**src/rtl/ps2_tx.sv**
```systemverilog
// ============================================================================
// Module      : ps2_tx
// Description : PS/2 host-to-device byte transmitter with open-drain line
//               enables, device ack check and transfer timeout.
// Revision    : 1.0 - initial release
// ============================================================================
`default_nettype none

module ps2_tx #(
    parameter int INHIBIT_CYCLES = 12000,
    parameter int TIMEOUT_CYCLES = 2000000
) (
    input  logic       clk,
    input  logic       reset,
    input  logic       tx_valid,
    input  logic [7:0] tx_data,
    output logic       tx_ready,
    output logic       tx_done,
    output logic       tx_error,
    output logic       busy,
    input  logic       ps2_clk_in,
    input  logic       ps2_data_in,
    output logic       ps2_clk_oe,
    output logic       ps2_data_oe
);

    localparam int CNT_MAX = (INHIBIT_CYCLES > TIMEOUT_CYCLES) ? INHIBIT_CYCLES : TIMEOUT_CYCLES;
    localparam int CNT_W   = $clog2(CNT_MAX + 2);

    localparam logic [CNT_W-1:0] INHIBIT_LAST = CNT_W'(INHIBIT_CYCLES - 1);
    localparam logic [CNT_W-1:0] INHIBIT_END  = CNT_W'(INHIBIT_CYCLES);
    localparam logic [CNT_W-1:0] TIMEOUT_LAST = CNT_W'(TIMEOUT_CYCLES - 1);

    typedef enum logic [2:0] {
        IDLE         = 3'd0,
        INHIBIT      = 3'd1,
        REQUEST      = 3'd2,
        SHIFT        = 3'd3,
        ACK          = 3'd4,
        WAIT_RELEASE = 3'd5
    } state_t;

    state_t           state_q;
    logic [CNT_W-1:0] cnt_q;
    logic [CNT_W-1:0] cnt_d;
    logic [3:0]       bit_idx_q;
    logic [9:0]       frame_q;
    logic             clk_meta_q, clk_sync_q, clk_prev_q;
    logic             data_meta_q, data_sync_q;
    logic             clk_oe_q, data_oe_q;
    logic             done_q, error_q;
    logic             fall_d;
    logic             timeout_d;

    assign cnt_d     = cnt_q + CNT_W'(1);
    assign fall_d    = clk_prev_q & ~clk_sync_q;
    assign timeout_d = (cnt_q == TIMEOUT_LAST);

    assign tx_ready    = (state_q == IDLE);
    assign busy        = (state_q != IDLE);
    assign tx_done     = done_q;
    assign tx_error    = error_q;
    assign ps2_clk_oe  = clk_oe_q;
    assign ps2_data_oe = data_oe_q;

    always_ff @(posedge clk or posedge reset) begin
        if (reset) begin
            state_q     <= IDLE;
            cnt_q       <= '0;
            bit_idx_q   <= '0;
            frame_q     <= '0;
            // Idle bus level is high, so sync flops start high to avoid a false edge
            clk_meta_q  <= 1'b1;
            clk_sync_q  <= 1'b1;
            clk_prev_q  <= 1'b1;
            data_meta_q <= 1'b1;
            data_sync_q <= 1'b1;
            clk_oe_q    <= 1'b0;
            data_oe_q   <= 1'b0;
            done_q      <= 1'b0;
            error_q     <= 1'b0;
        end else begin
            clk_meta_q  <= ps2_clk_in;
            clk_sync_q  <= clk_meta_q;
            clk_prev_q  <= clk_sync_q;
            data_meta_q <= ps2_data_in;
            data_sync_q <= data_meta_q;
            done_q      <= 1'b0;
            error_q     <= 1'b0;

            case (state_q)
                IDLE: begin
                    if (tx_valid) begin
                        frame_q   <= {1'b1, ~^tx_data, tx_data};
                        cnt_q     <= '0;
                        clk_oe_q  <= 1'b1;
                        data_oe_q <= 1'b0;
                        state_q   <= INHIBIT;
                    end
                end

                INHIBIT: begin
                    cnt_q <= cnt_d;
                    if (cnt_q == INHIBIT_LAST) begin
                        data_oe_q <= 1'b1;
                    end else if (cnt_q == INHIBIT_END) begin
                        clk_oe_q  <= 1'b0;
                        cnt_q     <= '0;
                        bit_idx_q <= '0;
                        state_q   <= REQUEST;
                    end
                end

                default: begin
                    // Timeout takes priority over any edge arriving in the same cycle
                    if (timeout_d) begin
                        clk_oe_q  <= 1'b0;
                        data_oe_q <= 1'b0;
                        error_q   <= 1'b1;
                        state_q   <= IDLE;
                    end else begin
                        cnt_q <= cnt_d;
                        case (state_q)
                            REQUEST: begin
                                if (fall_d) begin
                                    data_oe_q <= ~frame_q[0];
                                    frame_q   <= {1'b0, frame_q[9:1]};
                                    bit_idx_q <= 4'd0;
                                    state_q   <= SHIFT;
                                end
                            end
                            SHIFT: begin
                                if (fall_d) begin
                                    data_oe_q <= ~frame_q[0];
                                    frame_q   <= {1'b0, frame_q[9:1]};
                                    bit_idx_q <= bit_idx_q + 4'd1;
                                    if (bit_idx_q == 4'd8) begin
                                        state_q <= ACK;
                                    end
                                end
                            end
                            ACK: begin
                                if (fall_d) begin
                                    if (!data_sync_q) begin
                                        state_q <= WAIT_RELEASE;
                                    end else begin
                                        error_q <= 1'b1;
                                        state_q <= IDLE;
                                    end
                                end
                            end
                            WAIT_RELEASE: begin
                                if (clk_sync_q && data_sync_q) begin
                                    done_q  <= 1'b1;
                                    state_q <= IDLE;
                                end
                            end
                            default: begin
                                clk_oe_q  <= 1'b0;
                                data_oe_q <= 1'b0;
                                state_q   <= IDLE;
                            end
                        endcase
                    end
                end
            endcase
        end
    end

endmodule

`default_nettype wire
```
**config.mk**
```make
export PLATFORM = sky130hd
export DESIGN_NAME = ps2_tx
export DESIGN_NICKNAME = d
export VERILOG_FILES = /design/src/rtl/ps2_tx.sv
export SDC_FILE = /design/constraint.sdc
export NUM_CORES = 1
export LEC_CHECK = 0
export ABC_AREA = 0
export ABC_CLOCK_PERIOD_IN_PS = 2900
export BUFFER_PORTS_ARGS = -buffer_cell sky130_fd_sc_hd__buf_2
export CORE_ASPECT_RATIO = 0.9
export CORE_UTILIZATION = 60
export CTS_BUF_LIST = sky130_fd_sc_hd__clkbuf_16
export CTS_CLUSTER_DIAMETER = 100
export DETAILED_ROUTE_END_ITERATION = 10
export PLACE_DENSITY = 0.8
export REMOVE_ABC_BUFFERS = 1
export SLEW_MARGIN = 10
export SYNTH_ARGS = -nofsm -noshare
export SYNTH_HDL_FRONTEND = slang
export SYNTH_SLANG_ARGS = --single-unit
```
**constraint.sdc**
```tcl
create_clock -name clk -period 2.9 [get_ports clk]
set_clock_uncertainty 0.15 [all_clocks]
set_input_delay 0.29 -clock clk [delete_from_list [all_inputs] [get_ports clk]]
set_output_delay 0.29 -clock clk [all_outputs]
set_load 0.02 [all_outputs]
```
======== After elaboration in Yosys (flattened, before gate mapping) ========
Cells that the tools add are included.
Widths: inputs -> output; s select.
storage, ports and cells
  input port bits ......................... 13
  bits in registers ....................... 47
cells by class
  muxes and demuxes ....................... 50
  eq/ne operators ......................... 26
  add/sub/neg operators ................... 2
  bitwise gates (word level) .............. 5
  reductions and logical operators ........ 17
operator list
  operator               number
  $mux 21                4
  $eq 21x14->1 const B   2
  $pmux 21 s2            1
  $mux 10                4
  $mux 3                 10
  $add 21x1->21 const B  1
  $eq 21x21->1 const B   1
  $mux 4                 5
  $ne 5x5->1 const B     4
  $pmux 10 s2            1
  $mux 1                 18
  $pmux 4 s2             2
  $pmux 3 s4             1
  $ne 2x2->1 const B     5
  $ne 4x1->1 const B     2
  $reduce_and 4->1       2
  $reduce_and 8->1       1
  $reduce_xnor 8->1      1
  $reduce_and 7->1       1
  $eq 3x2->1 const B     2
  $eq 3x3->1 const B     2
  $ne 3x3->1 const B     2
  $pmux 1 s2             3
  $pmux 3 s2             1
  17 further kinds       24

======== Longest topological paths before layout ========
  depth in word-level cells ............... 6
  depth in mapped cells ................... 8

======== Least setup slack after synthesis ========
Ideal clock, no wire load.
  kind .................................... reg-to-reg
  from .................................... register cnt_q[0]
  to ...................................... register state_q[0]
  stages on the path, launching flop included .. 9
  arrival time ............................ 1,780 ps
  period minus slack after synthesis ...... 2,079 ps
  setup slack ............................. 821 ps
  cell sequence ........................... dfrtp_1 > ha_1 > nand4_1 > or2_2 > or2_1 > buf_2 > and2_1 > o21ai_0 > o311ai_0
on the way
  cells in the longest elaborated chain, start to end .. 3
RTL lines
  element                                                          RTL line  text
  start: declaration                                               44        logic [CNT_W-1:0] cnt_q;
  start signal: assignment                                         103       cnt_q <= cnt_d;
  start signal: assignment                                         122       cnt_q <= cnt_d;
  $eq 21x21->1, or another cell as far along                       57        assign timeout_d = (cnt_q == TIMEOUT_LAST);
  $ne 5x4->1 (no source line), or another cell as far along        -
  $reduce_and 8->1 (no source line) or $pmux 3 s2 (tied branches)  -
  end signal: assignment                                           68        state_q <= IDLE;
  end signal: assignment                                           98        state_q <= INHIBIT;
  end signal: assignment                                           110       state_q <= REQUEST;
  end: declaration                                                 43        state_t state_q;
Several ways; a longest one is shown, not always the timed one.
A chain may end at the register's enable or synchronous reset.

======== Worst setup path after layout ========
  from .................................... register cnt_q[0]
  to ...................................... register cnt_q[4]
on the way
  cells in the longest elaborated chain, start to end .. 4
RTL lines
  element                                        RTL line  text
  $add 21x1->21 or $eq 21x14->1 (tied branches)  55, 106
  $mux 21                                        106       end else if (cnt_q == INHIBIT_END) begin
  $mux 21                                        104       if (cnt_q == INHIBIT_LAST) begin
  $pmux 21 s2                                    91        case (state_q)
Several ways; a longest one is shown, not always the timed one. The select of a mux whose other input is x is not followed.

==> flow_summary.html <==
<table>
<tr><th>Metric</th><th>Value</th></tr>
<tr><th colspan="2">Power</th></tr>
<tr><td>Peak supply drop</td><td>roughly 0.43 mV</td></tr>
<tr><td>Power consumption</td><td>around 1.4 mW</td></tr>
<tr><td>Static leakage</td><td>1.271 nW</td></tr>
<tr><td>Power density normalized to cell area</td><td>a little over 500 nW/um^2</td></tr>
<tr><th colspan="2">Placement</th></tr>
<tr><td>Weighted congestion reported at the end of routability-driven placement</td><td>roughly 0.85</td></tr>
<tr><td>Buffers added on ports</td><td>18</td></tr>
<tr><td>Dpl hpwl</td><td>approximately 3500 microns</td></tr>
<tr><th colspan="2">Worst setup path</th></tr>
<tr><td>Reg2reg end</td><td>cnt_q[4]$_DFFE_PP0P_</td></tr>
<tr><td>Critical Path Fanout Max</td><td>11</td></tr>
<tr><td>FF-to-FF path depth</td><td>7</td></tr>
<tr><td>Worst setup path category</td><td>reg2reg</td></tr>
<tr><td>Crit path required time</td><td>a little under 3 ns</td></tr>
<tr><td>Cell Chain, Critical Path</td><td>ha_1 &gt; nand4_1 &gt; or2_2 &gt; or2_1 &gt; o21ai_1 &gt; o21ai_0 &gt; a21oi_1</td></tr>
<tr><td>Register-to-register path setup slack</td><td>roughly 0.28 ns</td></tr>
<tr><td>Endpoint type of the worst setup path</td><td>register</td></tr>
<tr><td>Highest cell delay on the worst timing path</td><td>0.48 ns</td></tr>
<tr><td>Slowest stage cell on the critical path</td><td>o21ai_1</td></tr>
<tr><td>Buf+Inv Stages, Crit Path</td><td>0</td></tr>
<tr><td>Reg-to-Reg Start</td><td>cnt_q[0]$_DFFE_PP0P_</td></tr>
<tr><td>Critical Path Start Type</td><td>register</td></tr>
<tr><td>Crit path DAT</td><td>2.68 ns</td></tr>
<tr><td>CP top delay family</td><td>simple AND/OR/NAND/NOR gates</td></tr>
<tr><th colspan="2">Synthesis</th></tr>
<tr><td>Sequential fraction of the synthesis area</td><td>46.51%</td></tr>
<tr><td>FFs w/ async S/R, synth</td><td>100.0%</td></tr>
<tr><td>Number of distinct library cells after synthesis</td><td>50</td></tr>
<tr><td>Yosys reg bits</td><td>47</td></tr>
<tr><td>Syn avg cell area</td><td>9.080 sq um</td></tr>
<tr><td>Count of flip-flops with a built-in enable after synthesis</td><td>0</td></tr>
<tr><td>Warnings from Yosys</td><td>0</td></tr>
<tr><td>Main synth FF type</td><td>dfrtp_1</td></tr>
<tr><td>Cell Area, Synth</td><td>~2500 sq um</td></tr>
<tr><td>Post-Syn Instances</td><td>280</td></tr>
<tr><th colspan="2">Die</th></tr>
<tr><td>Initial core utilization</td><td>62.41%</td></tr>
<tr><td>I/O pin count</td><td>19</td></tr>
<tr><td>Std cell rows</td><td>22</td></tr>
<tr><td>Width of the die</td><td>70.62 microns</td></tr>
<tr><td>Chip Height</td><td>between 60 and 70 microns</td></tr>
<tr><td>Placeable Area</td><td>4074 sq um</td></tr>
<tr><td>Die Footprint</td><td>4502 sq um</td></tr>
<tr><th colspan="2">Final layout</th></tr>
<tr><td>Layout-stage area growth over the synthesis result</td><td>12.55%</td></tr>
<tr><td># diodes</td><td>0</td></tr>
<tr><td>Layout Nets</td><td>between 300 and 400</td></tr>
<tr><td>Filler cell count</td><td>319</td></tr>
<tr><td>Fraction of final layout cells sized beyond drive strength 1</td><td>about 15%</td></tr>
<tr><th colspan="2">Timing</th></tr>
<tr><td>Min Clock Period, post-route</td><td>~2.6 ns</td></tr>
<tr><td>Max-Slew Margin vs Limit</td><td>between 30% and 40%</td></tr>
<tr><td>Worst slew pin tran</td><td>roughly 0.94 ns</td></tr>
<tr><td>Slew Viols, Final</td><td>0</td></tr>
<tr><td>Unrepaired setup endpoints after global routing</td><td>no</td></tr>
<tr><td>Max Fclk</td><td>approximately 380 MHz</td></tr>
<tr><td>Number of hold violations in the final report</td><td>0</td></tr>
<tr><td>Share of the cycle needed by the critical path after routing</td><td>90.27%</td></tr>
<tr><td>Post-route setup TNS</td><td>0 ns</td></tr>
<tr><td>Final setup violation count</td><td>0</td></tr>
<tr><th colspan="2">Global route</th></tr>
<tr><td>Number of antenna violations at the first check in global routing</td><td>0</td></tr>
<tr><td>Maximum number of pins on one net before global-route repair</td><td>between 40 and 50</td></tr>
<tr><td>Total congestion overflow after global routing</td><td>0</td></tr>
<tr><td>Global-route wire length before repair</td><td>roughly 9000 microns</td></tr>
<tr><td>Global-route total usage across every layer</td><td>roughly a quarter</td></tr>
<tr><td>Via count of the first global-routing pass</td><td>1990</td></tr>
<tr><th colspan="2">Drt</th></tr>
<tr><td>Wire length reported by the detailed router</td><td>roughly 5200 microns</td></tr>
<tr><td>DRT iter0 DRCs</td><td>~190</td></tr>
<tr><td>Residual DRC</td><td>2</td></tr>
<tr><td>Iteration count of the initial detailed-routing pass</td><td>7</td></tr>
<tr><td>WL/cell</td><td>14.76 microns</td></tr>
<tr><td>Via count normalized by instance count</td><td>slightly below 6</td></tr>
<tr><td>Post-route antenna net violation count</td><td>0</td></tr>
<tr><td>Via count of the routed design</td><td>roughly 2.1k</td></tr>
<tr><th colspan="2">Clock network</th></tr>
<tr><td>Clock latency of the later-clocked register in the worst-skew pair</td><td>just under 0.3 ns</td></tr>
<tr><td>Clock transition at the registers of the reported paths</td><td>roughly 0.06 ns</td></tr>
<tr><td>Maximum level of the CTS H-tree</td><td>2</td></tr>
<tr><td>Clock tree root driver cell</td><td>clkbuf_16</td></tr>
<tr><td>Maximum number of buffers from clock root to sink</td><td>2</td></tr>
<tr><td>Number of clock sinks</td><td>between 40 and 50</td></tr>
<tr><td>CTS tree</td><td>done</td></tr>
<tr><td>Number of gates given a new drive strength after cts</td><td>0</td></tr>
<tr><td>CTS Buf Count</td><td>5</td></tr>
<tr><th colspan="2">Run status</th></tr>
<tr><td>Result of the run</td><td>complete, but fails checks</td></tr>
<tr><td>Violations in the final reports</td><td>DRC</td></tr>
<tr><th colspan="2">Run</th></tr>
<tr><td>Reported max-cap violation count</td><td>0</td></tr>
<tr><th colspan="2">Min path</th></tr>
<tr><td>Classification of the worst-slack hold path</td><td>in2async</td></tr>
</table>
## per-stage QoR
step | instances | setup WS [ns] | hold slack (ns) | cell area [sq um] | util [%]
global placement | 341 | 0.5327 | 0.1962 | 2678 | 65.72
global route | 351 | 0.08695 | 0.1388 | 2861 | 70.24
floorplan | 269 | 0.4190 | 0.1445 | 2482 | -
CTS | 351 | 0.3150 | 0.1081 | 2861 | 70.24
finish | 351 | 0.2823 | 0.06860 | 2861 | 70.24
detailed placement | 341 | 0.3940 | 0.2001 | 2678 | 65.72
## cell type report
type                    count  area [sq um]  area share [%]
well taps                  48         60.06           2.099
flip-flops and latches     47          1182           41.32
repair buffers             26         155.1           5.422
multi-input cells         215          1274           44.51
clock inverters             3         38.79           1.355
clock buffers               5         125.1           4.373
inverters                   7         26.28          0.9182
## synth_stat cells, types with 2 or more instances
| cell type | number | share of area (%) |
|---|---|---|
| a21oi_1 | 12 | 2.4 |
| a31oi_1 | 8 | 2.0 |
| and2_1 | 3 | 0.74 |
| and3_1 | 4 | 0.98 |
| and4_4 | 2 | 0.89 |
| buf_2 | 3 | 0.59 |
| buf_6 | 2 | 0.89 |
| clkbuf_1 | 6 | 0.89 |
| dfrtp_1 | 42 | 41 |
| dfstp_2 | 5 | 5.2 |
| ha_1 | 4 | 2.0 |
| inv_1 | 7 | 1.0 |
| nand2_1 | 29 | 4.3 |
| nand2b_1 | 7 | 1.7 |
| nand3_1 | 12 | 2.4 |
| nand3b_1 | 2 | 0.59 |
| nand4_1 | 9 | 2.2 |
| nor2_1 | 37 | 5.5 |
| nor2b_1 | 3 | 0.74 |
| nor3_1 | 6 | 1.2 |
| nor3b_1 | 2 | 0.59 |
| nor4_1 | 2 | 0.49 |
| o211ai_1 | 3 | 0.89 |
| o21ai_0 | 17 | 3.3 |
| o31ai_1 | 2 | 0.59 |
| or3_1 | 7 | 1.7 |
| xnor2_1 | 8 | 2.8 |
| xor2_1 | 14 | 4.8 |
## power breakdown
part	leakage [nW]	internal, mW	total (mW)	switching (mW)
Combinational	0.621	0.0380	0.0838	0.0458
Sequential	0.569	0.687	0.724	0.0364
Clock	0.0812	0.402	0.634	0.232
Total	1.27	1.13	1.44	0.315
## layer usage
metal  vias up  GRT usage (%)  wire, microns  share of wire [%]
met5         -              0              0                  0
met2        63          39.20           2321                 45
met3         7          5.047            223                4.3
li1       1028              -              -                  -
met1       995          36.99           2573                 50
met4         0          8.750             62                1.2
## flip-flops by register name, indices dropped and copies added, names as in the netlist, 3 cells and up
register / flops
bit_idx_q: 4
frame_q: 10
cnt_q: 21
state_q: 3
## cell families (layout without fill, tap and decap cells)
logic type	after synthesis	in the layout	synth area share, %
AND/OR/NAND/NOR	133	133	26.57
buffers and inverters	18	41	3.396
flip-flops	47	47	46.51
AO/OA/AOI/OAI	54	54	13.14
multiplexers	2	2	0.8366
adder cells (fa/ha/maj)	4	4	1.969
XOR/XNOR	22	22	7.579
## cell usage in the layout, fill, tap and decap left out, types with 8 or more instances in the layout
cell,Yosys,layout
a21oi_1,12,12
a31oi_1,8,8
buf_2,3,18
dfrtp_1,42,42
nand2_1,29,29
nand3_1,12,12
nand4_1,9,9
nor2_1,37,37
o21ai_0,17,17
xnor2_1,8,8
xor2_1,14,14
## timing repair
item                                    CTS  global route
buffers inserted                          0             0
hold buffers                              2             0
endpoints found under the setup margin    0             0
endpoints found under the hold margin     2             0
## worst max path at each step
stage	startpoint	cells past startpoint	slack [ns]	to
after global routing	cnt_q[0]$_DFFE_PP0P_	7	0.09	cnt_q[4]$_DFFE_PP0P_
after global placement	cnt_q[0]$_DFFE_PP0P_	7	0.53	cnt_q[1]$_DFFE_PP0P_
after floorplan	state_q[2]$_DFFE_PP0P_	5	0.42	frame_q[8]$_DFFE_PP0P_
after detailed placement	cnt_q[0]$_DFFE_PP0P_	7	0.39	cnt_q[4]$_DFFE_PP0P_
final	cnt_q[0]$_DFFE_PP0P_	7	0.28	cnt_q[4]$_DFFE_PP0P_
after CTS	cnt_q[0]$_DFFE_PP0P_	7	0.32	cnt_q[4]$_DFFE_PP0P_
Power figures use the tool's default switching activity.
